[config.mk]
export PLATFORM = sky130hd
export DESIGN_NAME = pixel_coord_tracker_flat
export DESIGN_NICKNAME = d
export VERILOG_FILES = /design/src/rtl/pixel_coord_pkg.sv /design/src/rtl/pixel_coord_tracker_if.sv /design/src/rtl/pixel_coord_tracker_serial_divider.sv /design/src/rtl/pixel_coord_tracker.sv /design/src/flat_wrapper.sv
export SDC_FILE = /design/constraint.sdc
export NUM_CORES = 1
export LEC_CHECK = 0
export ABC_AREA = 1
export CORE_UTILIZATION = 58
export CTS_CLUSTER_DIAMETER = 100
export DETAILED_ROUTE_END_ITERATION = 10
export PLACE_DENSITY_LB_ADDON = 0.25
export SYNTH_ARGS = -nofsm -noshare
export SYNTH_HDL_FRONTEND = slang
export SYNTH_SLANG_ARGS = --single-unit
[constraint.sdc]
create_clock -name clock -period 2.88 [get_ports clock]
set_input_delay 0.432 -clock clock [delete_from_list [all_inputs] [get_ports clock]]
set_output_delay 0.432 -clock clock [all_outputs]
set_load 0.02 [all_outputs]
[src/rtl/pixel_coord_pkg.sv]
// Shared definitions for the pixel coordinate tracker: FSM state type,
// default OLED geometry and a ceil(log2) helper used for width checks.
package pixel_coord_pkg;

  localparam int unsigned OLED_WIDTH  = 96;
  localparam int unsigned OLED_HEIGHT = 64;
  localparam int unsigned OLED_IDX_W  = 13;

  typedef enum logic [0:0] {
    TRACK  = 1'b0,
    DIVIDE = 1'b1
  } coord_state_t;

  // Smallest r such that 2^r >= value.
  function automatic int unsigned clog2_u(input int unsigned value);
    int unsigned     res;
    longint unsigned pow;
    res = 0;
    pow = 1;
    while (pow < longint'(value)) begin
      pow = pow << 1;
      res = res + 1;
    end
    return res;
  endfunction

endpackage

[src/rtl/pixel_coord_tracker_if.sv]
// Pixel index / coordinate bundle between the display driver (master) and
// the coordinate tracker (slave). frame_tick exists only when
// COORD_FRAME_TICK_EN is defined.
interface pixel_coord_tracker_if #(
  parameter int unsigned IDX_W = 13,
  parameter int unsigned X_W   = 7,
  parameter int unsigned Y_W   = 6
);

  logic [IDX_W-1:0] pixel_index;
  logic [X_W-1:0]   x;
  logic [Y_W-1:0]   y;
  logic             valid;
  logic             out_of_range;
`ifdef COORD_FRAME_TICK_EN
  logic             frame_tick;

  modport master (
    output pixel_index,
    input  x, y, valid, out_of_range, frame_tick
  );

  modport slave (
    input  pixel_index,
    output x, y, valid, out_of_range, frame_tick
  );
`else
  modport master (
    output pixel_index,
    input  x, y, valid, out_of_range
  );

  modport slave (
    input  pixel_index,
    output x, y, valid, out_of_range
  );
`endif

endinterface

[src/rtl/pixel_coord_tracker_serial_divider.sv]
// Serial restoring divider: one quotient bit per cycle, IDX_W steps.
// The first step is folded into the start cycle, so done (with quotient and
// remainder) is high for one cycle after IDX_W clock edges counting the
// start edge.
module serial_divider
  import pixel_coord_pkg::*;
#(
  parameter int unsigned IDX_W = OLED_IDX_W,
  parameter int unsigned DIV_W = 8,
  parameter int unsigned Q_W   = IDX_W
) (
  input  logic             i_clk,
  input  logic             i_rst,
  input  logic             i_start,
  input  logic [IDX_W-1:0] i_dividend,
  input  logic [DIV_W-1:0] i_divisor,
  output logic             o_done,
  output logic [Q_W-1:0]   o_quotient,
  output logic [DIV_W-1:0] o_remainder
);

  localparam int unsigned CNT_W = clog2_u(IDX_W) + 1;

  if (IDX_W < 2) begin : g_bad_idx_w
    $error("serial_divider: IDX_W must be at least 2");
  end
  if (Q_W > IDX_W) begin : g_bad_q_w
    $error("serial_divider: Q_W must not exceed IDX_W");
  end

  logic [DIV_W-1:0] r_rem;
  logic [IDX_W-1:0] r_quo;
  logic [CNT_W-1:0] r_cnt;
  logic             r_done;

  logic [DIV_W-1:0] w_src_rem;
  logic [IDX_W-1:0] w_src_quo;
  logic [DIV_W:0]   w_trial;
  logic [DIV_W:0]   w_diff;
  logic             w_ge;
  logic [DIV_W-1:0] w_rem_nxt;
  logic [IDX_W-1:0] w_quo_nxt;

  // One restoring step: shift the next dividend bit into the partial
  // remainder and subtract the divisor if it fits. r_quo holds the unused
  // dividend bits at the top and the growing quotient at the bottom.
  always_comb begin
    w_src_rem = i_start ? '0 : r_rem;
    w_src_quo = i_start ? i_dividend : r_quo;
    w_trial   = {w_src_rem, w_src_quo[IDX_W-1]};
    w_ge      = (w_trial >= {1'b0, i_divisor});
    w_diff    = w_trial - {1'b0, i_divisor};
    w_rem_nxt = w_ge ? DIV_W'(w_diff) : DIV_W'(w_trial);
    w_quo_nxt = {w_src_quo[IDX_W-2:0], w_ge};
  end

  // Step sequencer; a start always restarts, reset aborts immediately.
  always_ff @(posedge i_clk) begin
    if (i_rst) begin
      r_rem  <= '0;
      r_quo  <= '0;
      r_cnt  <= '0;
      r_done <= 1'b0;
    end else begin
      r_done <= 1'b0;
      if (i_start) begin
        r_rem <= w_rem_nxt;
        r_quo <= w_quo_nxt;
        r_cnt <= CNT_W'(IDX_W - 1);
      end else if (r_cnt != '0) begin
        r_rem <= w_rem_nxt;
        r_quo <= w_quo_nxt;
        r_cnt <= r_cnt - CNT_W'(1);
        if (r_cnt == CNT_W'(1)) begin
          r_done <= 1'b1;
        end
      end
    end
  end

  assign o_done      = r_done;
  assign o_quotient  = r_quo[Q_W-1:0];
  assign o_remainder = r_rem;

endmodule

[src/rtl/pixel_coord_tracker.sv]
// Linear pixel index -> registered (x, y). Sequential scans take a one-cycle
// incremental path; any other in-range jump runs the serial divider.
// Optional feature macro: COORD_FRAME_TICK_EN (adds the frame_tick pulse on
// a sequential wrap from the last pixel to (0,0)).
module pixel_coord_tracker
  import pixel_coord_pkg::*;
#(
  parameter int unsigned WIDTH  = OLED_WIDTH,
  parameter int unsigned HEIGHT = OLED_HEIGHT,
  parameter int unsigned IDX_W  = OLED_IDX_W,
  parameter int unsigned X_W    = 7,
  parameter int unsigned Y_W    = 6
) (
  input logic                  clock,
  input logic                  reset,
  pixel_coord_tracker_if.slave coord
);

  localparam int unsigned N     = WIDTH * HEIGHT;
  localparam int unsigned DIV_W = X_W + 1;

  localparam logic [IDX_W:0]   LP_N       = (IDX_W+1)'(N);
  localparam logic [IDX_W:0]   LP_LAST    = (IDX_W+1)'(N - 1);
  localparam logic [X_W-1:0]   LP_X_MAX   = X_W'(WIDTH - 1);
  localparam logic [Y_W-1:0]   LP_Y_MAX   = Y_W'(HEIGHT - 1);
  localparam logic [DIV_W-1:0] LP_DIVISOR = DIV_W'(WIDTH);

  if (clog2_u(N) > IDX_W) begin : g_bad_idx_w
    $error("pixel_coord_tracker: IDX_W too small for WIDTH*HEIGHT");
  end
  if (clog2_u(WIDTH) > X_W) begin : g_bad_x_w
    $error("pixel_coord_tracker: X_W too small for WIDTH");
  end
  if (clog2_u(HEIGHT) > Y_W) begin : g_bad_y_w
    $error("pixel_coord_tracker: Y_W too small for HEIGHT");
  end

  coord_state_t     r_state, w_state_nxt;
  logic [IDX_W-1:0] r_last_idx, w_last_idx_nxt;
  logic [IDX_W-1:0] r_div_idx, w_div_idx_nxt;
  logic             r_last_ok, w_last_ok_nxt;
  logic [X_W-1:0]   r_x, w_x_nxt;
  logic [Y_W-1:0]   r_y, w_y_nxt;
  logic             r_valid, w_valid_nxt;
  logic             r_oor, w_oor_nxt;
`ifdef COORD_FRAME_TICK_EN
  logic             r_tick, w_tick_nxt;
`endif

  logic [IDX_W-1:0] w_idx;
  logic [IDX_W:0]   w_idx_ext;
  logic [IDX_W:0]   w_last_ext;
  logic             w_in_range;
  logic             w_hold;
  logic             w_seq;
  logic             w_div_start;
  logic             w_div_done;
  logic [Y_W-1:0]   w_quo;
  logic [DIV_W-1:0] w_rem;
  logic             w_unused_rem_msb;

  assign w_idx      = coord.pixel_index;
  assign w_idx_ext  = {1'b0, w_idx};
  assign w_last_ext = {1'b0, r_last_idx};
  assign w_in_range = (w_idx_ext < LP_N);
  assign w_hold     = r_last_ok && (w_idx == r_last_idx);
  assign w_seq      = r_last_ok &&
                      ((w_idx_ext == w_last_ext + (IDX_W+1)'(1)) ||
                       ((w_last_ext == LP_LAST) && (w_idx == '0)));

  // remainder < WIDTH <= 2^X_W, so its top bit is always zero
  assign w_unused_rem_msb = w_rem[X_W];

  serial_divider #(
    .IDX_W (IDX_W),
    .DIV_W (DIV_W),
    .Q_W   (Y_W)
  ) u_div (
    .i_clk       (clock),
    .i_rst       (reset),
    .i_start     (w_div_start),
    .i_dividend  (w_idx),
    .i_divisor   (LP_DIVISOR),
    .o_done      (w_div_done),
    .o_quotient  (w_quo),
    .o_remainder (w_rem)
  );

  // FSM state register.
  always_ff @(posedge clock) begin
    if (reset) begin
      r_state <= TRACK;
    end else begin
      r_state <= w_state_nxt;
    end
  end

  // Next-state and next-output decode for TRACK/DIVIDE.
  always_comb begin
    w_state_nxt    = r_state;
    w_last_idx_nxt = r_last_idx;
    w_div_idx_nxt  = r_div_idx;
    w_last_ok_nxt  = r_last_ok;
    w_x_nxt        = r_x;
    w_y_nxt        = r_y;
    w_valid_nxt    = r_valid;
    w_oor_nxt      = r_oor;
    w_div_start    = 1'b0;
`ifdef COORD_FRAME_TICK_EN
    w_tick_nxt     = 1'b0;
`endif
    case (r_state)
      TRACK: begin
        if (!w_in_range) begin
          w_oor_nxt     = 1'b1;
          w_valid_nxt   = 1'b0;
          w_last_ok_nxt = 1'b0;
        end else if (w_hold) begin
          w_state_nxt = TRACK;
        end else if (w_seq) begin
          w_last_idx_nxt = w_idx;
          w_valid_nxt    = 1'b1;
          w_oor_nxt      = 1'b0;
          if (r_x == LP_X_MAX) begin
            w_x_nxt = '0;
            if (r_y == LP_Y_MAX) begin
              w_y_nxt = '0;
`ifdef COORD_FRAME_TICK_EN
              w_tick_nxt = 1'b1;
`endif
            end else begin
              w_y_nxt = r_y + Y_W'(1);
            end
          end else begin
            w_x_nxt = r_x + X_W'(1);
          end
        end else begin
          w_div_start   = 1'b1;
          w_div_idx_nxt = w_idx;
          w_valid_nxt   = 1'b0;
          w_oor_nxt     = 1'b0;
          w_state_nxt   = DIVIDE;
        end
      end
      DIVIDE: begin
        if (w_div_done) begin
          w_x_nxt        = w_rem[X_W-1:0];
          w_y_nxt        = w_quo;
          w_last_idx_nxt = r_div_idx;
          w_last_ok_nxt  = 1'b1;
          w_valid_nxt    = 1'b1;
          w_state_nxt    = TRACK;
        end
      end
      default: begin
        w_state_nxt = TRACK;
      end
    endcase
  end

  // Registered coordinates and tracking context.
  always_ff @(posedge clock) begin
    if (reset) begin
      r_last_idx <= '0;
      r_div_idx  <= '0;
      r_last_ok  <= 1'b0;
      r_x        <= '0;
      r_y        <= '0;
      r_valid    <= 1'b0;
      r_oor      <= 1'b0;
`ifdef COORD_FRAME_TICK_EN
      r_tick     <= 1'b0;
`endif
    end else begin
      r_last_idx <= w_last_idx_nxt;
      r_div_idx  <= w_div_idx_nxt;
      r_last_ok  <= w_last_ok_nxt;
      r_x        <= w_x_nxt;
      r_y        <= w_y_nxt;
      r_valid    <= w_valid_nxt;
      r_oor      <= w_oor_nxt;
`ifdef COORD_FRAME_TICK_EN
      r_tick     <= w_tick_nxt;
`endif
    end
  end

  assign coord.x            = r_x;
  assign coord.y            = r_y;
  assign coord.valid        = r_valid;
  assign coord.out_of_range = r_oor;
`ifdef COORD_FRAME_TICK_EN
  assign coord.frame_tick   = r_tick;
`endif

endmodule

[src/flat_wrapper.sv]
// flat-port wrapper written by rule: the top's interface ports become plain ports
module pixel_coord_tracker_flat import pixel_coord_pkg::*;
#(
  parameter int unsigned WIDTH  = OLED_WIDTH,
  parameter int unsigned HEIGHT = OLED_HEIGHT,
  parameter int unsigned IDX_W  = OLED_IDX_W,
  parameter int unsigned X_W    = 7,
  parameter int unsigned Y_W    = 6
)
  (clock, reset, coord_pixel_index, coord_x, coord_y, coord_valid, coord_out_of_range);
  pixel_coord_tracker_if #(.IDX_W(IDX_W), .X_W(X_W), .Y_W(Y_W)) coord_i ();
  input logic clock;
  input logic reset;
  input wire logic [$bits(coord_i.pixel_index)-1:0] coord_pixel_index;
  output wire logic [$bits(coord_i.x)-1:0] coord_x;
  output wire logic [$bits(coord_i.y)-1:0] coord_y;
  output wire logic [$bits(coord_i.valid)-1:0] coord_valid;
  output wire logic [$bits(coord_i.out_of_range)-1:0] coord_out_of_range;
  assign coord_i.pixel_index = coord_pixel_index;
  assign coord_x = coord_i.x;
  assign coord_y = coord_i.y;
  assign coord_valid = coord_i.valid;
  assign coord_out_of_range = coord_i.out_of_range;
  pixel_coord_tracker #(.WIDTH(WIDTH), .HEIGHT(HEIGHT), .IDX_W(IDX_W), .X_W(X_W), .Y_W(Y_W)) u_core (.clock(clock), .reset(reset), .coord(coord_i));
endmodule
* Word-level counts from Yosys, hierarchy flattened *
Index checks and enable logic that the tools add are counted.

storage, ports and cells
  register bits = 70
  input port bits = 15
  output and inout bits = 15
  word-level logic and storage cells = 96

cells by class
  muxes and demuxes = 43
  eq/ne operators = 14
  $add $sub $neg = 5
  order comparisons = 2
  reductions and logical operators = 15
  bitwise operators = 4

operators by type and width
  kind                     number
  $mux W13                 7
  $mux W6                  6
  $mux W7                  5
  $mux W8                  4
  $pmux W13 S2             1
  $add A13 B1 Y14 const B  1
  $eq A13 B14 Y1           1
  $pmux W7 S2              1
  $eq A13 B13 Y1           1
  $eq A13 B13 Y1 const B   1
  $logic_not A13 Y1        1
  $lt A13 B13 Y1 const B   1
  $mux W1                  13
  $pmux W6 S2              1
  $ge A9 B7 Y1 const B     1
  $mux W4                  2
  $ne A2 B2 Y1 const B     4
  $reduce_and A4 Y1        2
  $sub A8 B7 Y8 const B    1
  $add A7 B1 Y7 const B    1
  $eq A7 B7 Y1 const B     1
  $add A6 B1 Y6 const B    1
  $eq A6 B6 Y1 const B     1
  $ne A2 B1 Y1 const B     3
  13 further kinds         22

* Logic depth before layout (Yosys ltp) *
  depth in word-level cells = 13
  mapped depth = 20
  mapped depth without buffers = 20

* Hierarchy *
From an unflattened synthesis, not the netlist that was laid out.

unflattened totals
  cells, all modules = 750
  area total of the unflattened synthesis = 4588.2 sq um

by module, submodules not included
  module               cells an instance  times used  area an instance (sq um)  seq. area each (sq um)
  pixel_coord_tracker  492                1           2845.2                    860.8
  serial_divider       258                1           1742.9                    540.5

* Least setup slack after synthesis *
No wires, ideal clock.

  path kind = register -> register
  start = register u_core.r_last_idx[1]
  end = register u_core.u_div.r_rem[5] (netlist: u_core.u_div.o_remainder[5])
  arrival = 1.920 ns
  buffers on the path = 0
  clock period less this slack = 2.029 ns
  slack = 0.851 ns
  data required time = 2.771 ns
  setup time = 0.109 ns
  stages on the path, launching flop included = 19
  path through = dfxtp_1 > ha_1 > nand3_2 > nor2_2 > nand2_2 > o21bai_2 > nand2_1 > nor2_1 > nand3_1 > nand2_1 > nand2_2 > nand2_4 > inv_4 > nor2_8 > inv_2 > o21ai_1 > inv_1 > nand2_1 > inv_1

on the way
  cells in the longest elaborated chain, start to end = 13
  elaborated cells between the ends (all ways) = 20
  those cells by class = add/sub (2); order compare (1); eq/ne (3); mux (9); reduce/logical (5)

ends and longest elaborated chain
  item                                                   RTL line                                                                            RTL
  from (decl)                                            pixel_coord_tracker.sv:39                                                           logic [IDX_W-1:0] r_last_idx, w_last_idx_nxt;
  from (signal assigned)                                 pixel_coord_tracker.sv:175                                                          r_last_idx <= w_last_idx_nxt;
  $add A13 B1 Y14 or $eq A13 B13 Y1 (tied branches)      pixel_coord_tracker.sv:68, pixel_coord_tracker.sv:69
  $eq A13 B14 Y1 or $logic_and A1 B1 Y1 (tied branches)  pixel_coord_tracker.sv:68, pixel_coord_tracker.sv:69
  $logic_or A1 B1 Y1                                     pixel_coord_tracker.sv:68                                                           ((w_idx_ext == w_last_ext + (IDX_W+1)'(1)) ||
  $logic_and A1 B1 Y1                                    pixel_coord_tracker.sv:67                                                           assign w_seq = r_last_ok &&
  $mux W1                                                pixel_coord_tracker.sv:120                                                          end else if (w_seq) begin
  $mux W1 (*)                                            pixel_coord_tracker.sv:118                                                          end else if (w_hold) begin
  $mux W1 (*)                                            pixel_coord_tracker.sv:114                                                          if (!w_in_range) begin
  $mux W1 (*)                                            pixel_coord_tracker.sv:112                                                          case (r_state)
  $mux W13 or $mux W8 (tied branches)                    pixel_coord_tracker_serial_divider.sv:49, pixel_coord_tracker_serial_divider.sv:48
  $sub A8 B7 Y8 or $ge A9 B7 Y1 (tied branches)          pixel_coord_tracker_serial_divider.sv:52, pixel_coord_tracker_serial_divider.sv:51
  $mux W8                                                pixel_coord_tracker_serial_divider.sv:53                                            w_rem_nxt = w_ge ? DIV_W'(w_diff) : DIV_W'(w_trial);
  $mux W8                                                pixel_coord_tracker_serial_divider.sv:70                                            end else if (r_cnt != '0) begin
  $mux W8                                                pixel_coord_tracker_serial_divider.sv:66                                            if (i_start) begin
  to (signal assigned)                                   pixel_coord_tracker_serial_divider.sv:67                                            r_rem <= w_rem_nxt;
  to (signal assigned)                                   pixel_coord_tracker_serial_divider.sv:71                                            r_rem <= w_rem_nxt;
  to (decl)                                              pixel_coord_tracker_serial_divider.sv:31                                            logic [DIV_W-1:0] r_rem;

Mark *: on every way between the ends. The rest lies on a longest branch, timed or not. The select of a mux whose other input is x is not followed.
A chain may end at the register's enable or synchronous reset.

* Worst setup path after layout *
  start = register u_core.r_last_idx[1]
  end = register u_core.u_div.r_done (netlist: u_core.u_div.o_done)

on the way
  cells in the longest elaborated chain, start to end = 9
  elaborated cells between the ends (all ways) = 13
  those cells by class = add/sub (1); eq/ne (3); mux (4); reduce/logical (5)

ends and longest elaborated chain
  item                                                   RTL line                                              RTL
  $add A13 B1 Y14 or $eq A13 B13 Y1 (tied branches)      pixel_coord_tracker.sv:68, pixel_coord_tracker.sv:69
  $eq A13 B14 Y1 or $logic_and A1 B1 Y1 (tied branches)  pixel_coord_tracker.sv:68, pixel_coord_tracker.sv:69
  $logic_or A1 B1 Y1                                     pixel_coord_tracker.sv:68
  $logic_and A1 B1 Y1                                    pixel_coord_tracker.sv:67
  $mux W1                                                pixel_coord_tracker.sv:120
  $mux W1 (*)                                            pixel_coord_tracker.sv:118
  $mux W1 (*)                                            pixel_coord_tracker.sv:114
  $mux W1 (*)                                            pixel_coord_tracker.sv:112
  $reduce_or A3 Y1 (no line) (*)                         --
  to (signal assigned)                                   pixel_coord_tracker_serial_divider.sv:63              r_done <= 1'b0;
  to (signal assigned)                                   pixel_coord_tracker_serial_divider.sv:65              r_done <= 1'b0;
  to (signal assigned)                                   pixel_coord_tracker_serial_divider.sv:75              r_done <= 1'b1;
  to (decl)                                              pixel_coord_tracker_serial_divider.sv:34              logic r_done;

Mark *: on every way between the ends. The rest lies on a longest branch, timed or not.

==> results list <==
* Slew of the pin with the lowest slew margin: 0.561 ns
- Clk network pwr share: about two fifths
- Sequential cells burn between 40% and 50% of the power.
* Die extent in x: 82.7 um
* All-layer global routing usage: 29.7%
- Number of hold buffers added after CTS: 0
- In this run the cell area of the synthesized design comes to about 3800 um^2.
* Logic gate share of total power: between 15 and 20%
* Count of maximum capacitance violations: 0
- Dividing the detail-routed via count by the number of cells gives 5.79.
- Destination of the worst register-to-register timing path: u_core.u_div.o_done
- Register-to-Register Setup Slack: 0.39 ns
* P per Cell Area: approximately 550 nW/um^2
* Clock-pin slew on the worst setup and hold paths: about 0.080 ns
* TNS Setup: 0 ns
- Number of sinks handled by clock tree synthesis: 70
* Basic-gate share of the synthesized area counting and, or, nand and nor cells: approximately 33%
- Clock buffers created by TritonCTS: 9
- Path category of the worst min-delay check: flop to flop
- The first global-routing pass estimated around 15,000 um of wire.
- For this configuration, the core starts out at a cell density of between 50% and 60%.
- Once the clock tree was built, the resizer swapped 0 gates to a different size.
- Count of pins on the block boundary: 30
- In this design, the stage delay of the slowest critical-path cell is around 0.44 ns.
* Number of DRC violations after detailed-routing iteration 0: 314
- Share of cell area taken by muxes after synthesis: 0%
- Number of stages on the worst setup path: 14
- Net count after synthesis: 583
- The number of setup buffers added after CTS is 0.
* Peak supply drop: ~0.00040 V
- STA classifies the critical path startpoint as a flop.
* Endpoint type of the worst setup path: flop
* Core region area: between 6000 and 7000 um^2
- Chain of cells forming the critical path: ha_1 -> nand3_2 -> nor2_2 -> nand2_2 -> o21bai_2 -> nand2_1 -> nor2_1 -> nand3_1 -> nand2_1 -> nand2_2 -> nand2_4 -> buf_4 -> nand3_1 -> nor3_1
* Fin. max-slew vios: 0
* Commonest non-fill, non-tap cell in the layout: nand2_1
* Start point of the worst min-delay path: u_core.u_div.o_remainder[7]
- Share of final-layout standard cells stronger than drive strength 1: between 7 and 8%
- The critical path is of the flop to flop type.
- Pin count of the biggest net entering global routing: 45
- Max_slew headroom: about 63%
* Final #Nets: just over 600
* Critical register-to-register path startpoint: u_core.r_last_idx[1]
* Required time of the critical path: about 3.2 ns
* Compound-Gate Fraction of Synth Area: around 16%
- The filler cells instantiated in the layout total between 500 and 600.
- The number of hold violations in the final report was 0.
- The die covers a little under 7000 um^2.
- Of the total power, the share spent switching nets is between 20 and 30%.
* Average detailed-routed wire length per instance: about 14 um
* Final Instance Area: about 4400 um^2
- Critical Path Fanout Max: 30
* Die boundary height: 82.7 um
* Share of the core filled with cells: 69.4%
- Main combinational cell family by area after synthesis: simple AND/OR/NAND/NOR gates
* Slowest cell on crit path: dfxtp_1
* Clock latency on the worst-skew pair: approximately 0.36 ns
- TritonCTS built the clock tree.
- Parity-gate share of the synthesized area counting xor and xnor cells: between 3 and 4%
* Clk Tree Root Cell: clkbuf_8
- Deepest clock path buffer count: 2
- Aggregate global routing overflow: 0
- Counting both buffers and inverters, the worst setup path holds a total of 1.
- # diodes: 0
- H-Tree Level Count: 3
- CP Data Arrival Time: 2.77 ns
* Rows: 29
- During placement, the flow inserted port buffers numbering 29.
- Detailed placement ended at an HPWL of approximately 6900 um.
- After layout, the worst path uses between 80% and 90% of the clock period.
* Instance count along the most critical hold path: 2
* Total placed instance area: 4150 um^2
- Mapped Cells: approximately 560
* Min cycle time layout: about 2.5 ns
- Overall power: around 2.4 mW
- Commonest cells after routing, fill and taps aside: 163 x nand2_1, 70 x dfxtp_1, 53 x nand3_1
- The via count of the first global-routing pass came to ~3,200.
- Sequential elements use 37.1% of the synthesized area.
- Final RePlAce weighted congestion: between 0.8 and 0.9
* Run status: complete, no violations
* Share of synthesized cell area in full adder, half adder and majority cells: under 10%
- Flops & latches, synth: 70
* Internal portion of total power: approximately 1.7 mW
- Timing would allow up to 401 MHz.
- The average instance in the mapped netlist occupies between 6 and 7 um^2.
* Total setup violations reported at the end of the flow: 0
- The first detailed-routing pass ran for 7 iterations.
- Clock skew on the completed layout was measured at slightly above 0.01 ns.
- Unique cell type count in the Yosys netlist: 38
- Wires add up to between 9000 and 10,000 um.
* Static Leak: around 1.9 nW
- Counting cells, the worst reg-to-reg path comes to 14.
* Endpoint of the worst hold-timing path: u_core.u_div.o_remainder[7]
* CP delay by family, top: simple AND/OR/NAND/NOR gates
- Setup repair after global routing missed its margin: false
- Yosys warnings: 0
- Layout overhead on the synthesized area: 16.0%
* Antenna violation net count after detailed routing: 0
* Overall via count from detail_route: 3,885
- For this design the total switching power over the nets is approximately 0.7 mW.
- Number of remaining DRC errors: 0
- The number of antenna violations at the first check in global routing was 0.
registers in the layout, summed over array words and instances, names as in the netlist:
register                   count
u_core.r_state                 1
u_core.r_div_idx              13
u_core.u_div.o_remainder       8
u_core.u_div.o_done            1
u_core.coord.y                 6
u_core.coord.x                 7
u_core.u_div.r_quo            13
u_core.coord.out_of_range      1
u_core.coord.valid             1
u_core.u_div.r_cnt             5
u_core.r_last_ok               1
u_core.r_last_idx             13
worst max-delay path by stage:
| stage | slack (ns) | start | to |
|---|---|---|---|
| 3_3_place_gp | 0.16 | coord_pixel_index[0] | u_core.u_div.o_remainder[0] |
| 6_report | 0.39 | u_core.r_last_idx[1] | u_core.u_div.o_done |
| 5_1_grt | 0.07 | u_core.r_last_idx[1] | u_core.r_div_idx[10] |
| 2_1_floorplan | 0.85 | u_core.r_last_idx[1] | u_core.u_div.o_remainder[5] |
| 4_1_cts | 0.41 | u_core.r_last_idx[1] | u_core.u_div.o_done |
| 3_5_place_dp | 0.10 | coord_pixel_index[0] | u_core.u_div.o_done |
logic make-up (layout without fill, tap and decap cells):
family / after synthesis / count (layout)
AND/OR/NAND/NOR: 284 / 284
AO/OA/AOI/OAI: 107 / 107
buffers and inverters: 78 / 110
flip-flops: 70 / 70
XOR/XNOR: 17 / 17
adder cells (fa/ha/maj): 6 / 6
power by group through the flow:
stage,combinational [mW],clock [mW],sequential (mW)
after detailed placement,0.418,0,1.08
after global placement,0.406,0,1.08
after floorplan,0.295,0,1.08
final,0.428,0.916,1.06
after CTS,0.423,0.924,1.06
after global routing,0.477,0.969,1.07
Yosys cell counts:
cell type | instances | area share [%]
clkinv_1 | 2 | 0.20
dfxtp_1 | 70 | 37
o2111ai_1 | 2 | 0.46
nor2_1 | 38 | 3.8
nor2_8 | 1 | 0.53
inv_2 | 1 | 0.099
a211oi_1 | 4 | 0.79
a22o_1 | 1 | 0.23
a22oi_1 | 1 | 0.20
buf_4 | 3 | 0.60
nor3_1 | 4 | 0.53
nand3_2 | 2 | 0.53
nor2_2 | 1 | 0.17
xor2_1 | 10 | 2.3
nor4_1 | 3 | 0.50
o22ai_1 | 3 | 0.50
buf_6 | 1 | 0.30
buf_1 | 2 | 0.20
o21bai_2 | 2 | 0.60
a31oi_1 | 10 | 1.7
buf_2 | 6 | 0.79
nor2_4 | 1 | 0.30
clkbuf_1 | 14 | 1.4
nand3_1 | 53 | 7.0
o21ai_1 | 4 | 0.53
a21oi_2 | 1 | 0.23
xnor2_1 | 7 | 1.6
a21oi_1 | 32 | 4.2
nand2_1 | 163 | 16
inv_4 | 1 | 0.17
inv_1 | 48 | 4.8
nand3b_1 | 3 | 0.60
nand4_1 | 8 | 1.3
nor4b_1 | 1 | 0.23
ha_1 | 6 | 2.0
nand2_4 | 1 | 0.30
nand2_2 | 5 | 0.83
o21ai_0 | 47 | 6.2
cell type report:
cell class	count	area, um^2	area share [%]
multi-input combinational	414	2060	46.9
sequential	70	1400	32.0
timing repair buffer	42	400	9.13
inverter	52	198	4.51
clock buffer	11	151	3.45
tap	77	96.3	2.20
clock inverter	5	81.3	1.86
stage by stage:
| step | instances | setup slack (ns) | hold slack [ns] |
|---|---|---|---|
| 2_1_floorplan | 562 | 0.851 | 0.441 |
| 3_3_place_gp | 655 | 0.163 | 0.451 |
| 3_5_place_dp | 655 | 0.101 | 0.461 |
| 4_1_cts | 671 | 0.407 | 0.472 |
| 5_1_grt | 671 | 0.0716 | 0.482 |
| 6_report | 671 | 0.387 | 0.474 |
routing by layer:
layer | global-route usage [%] | share of wire, % | vias up
met3 | 6.92 | 7.6 | 24
met2 | 47.0 | 46 | 161
met1 | 40.3 | 45 | 1794
met4 | 8.45 | 1.8 | 0
li1 | - | - | 1906
met5 | 0 | 0 | -
worst reg2reg max path: stages (launching register included):
cell	delay, ns
dfxtp_1	0.44
ha_1	0.28
nand3_2	0.11
nor2_2	0.18
nand2_2	0.09
o21bai_2	0.13
nand2_1	0.07
nor2_1	0.10
nand3_1	0.07
nand2_1	0.11
nand2_2	0.08
nand2_4	0.13
buf_4	0.33
nand3_1	0.15
nor3_1	0.16
(Power assumes the default switching activity.)
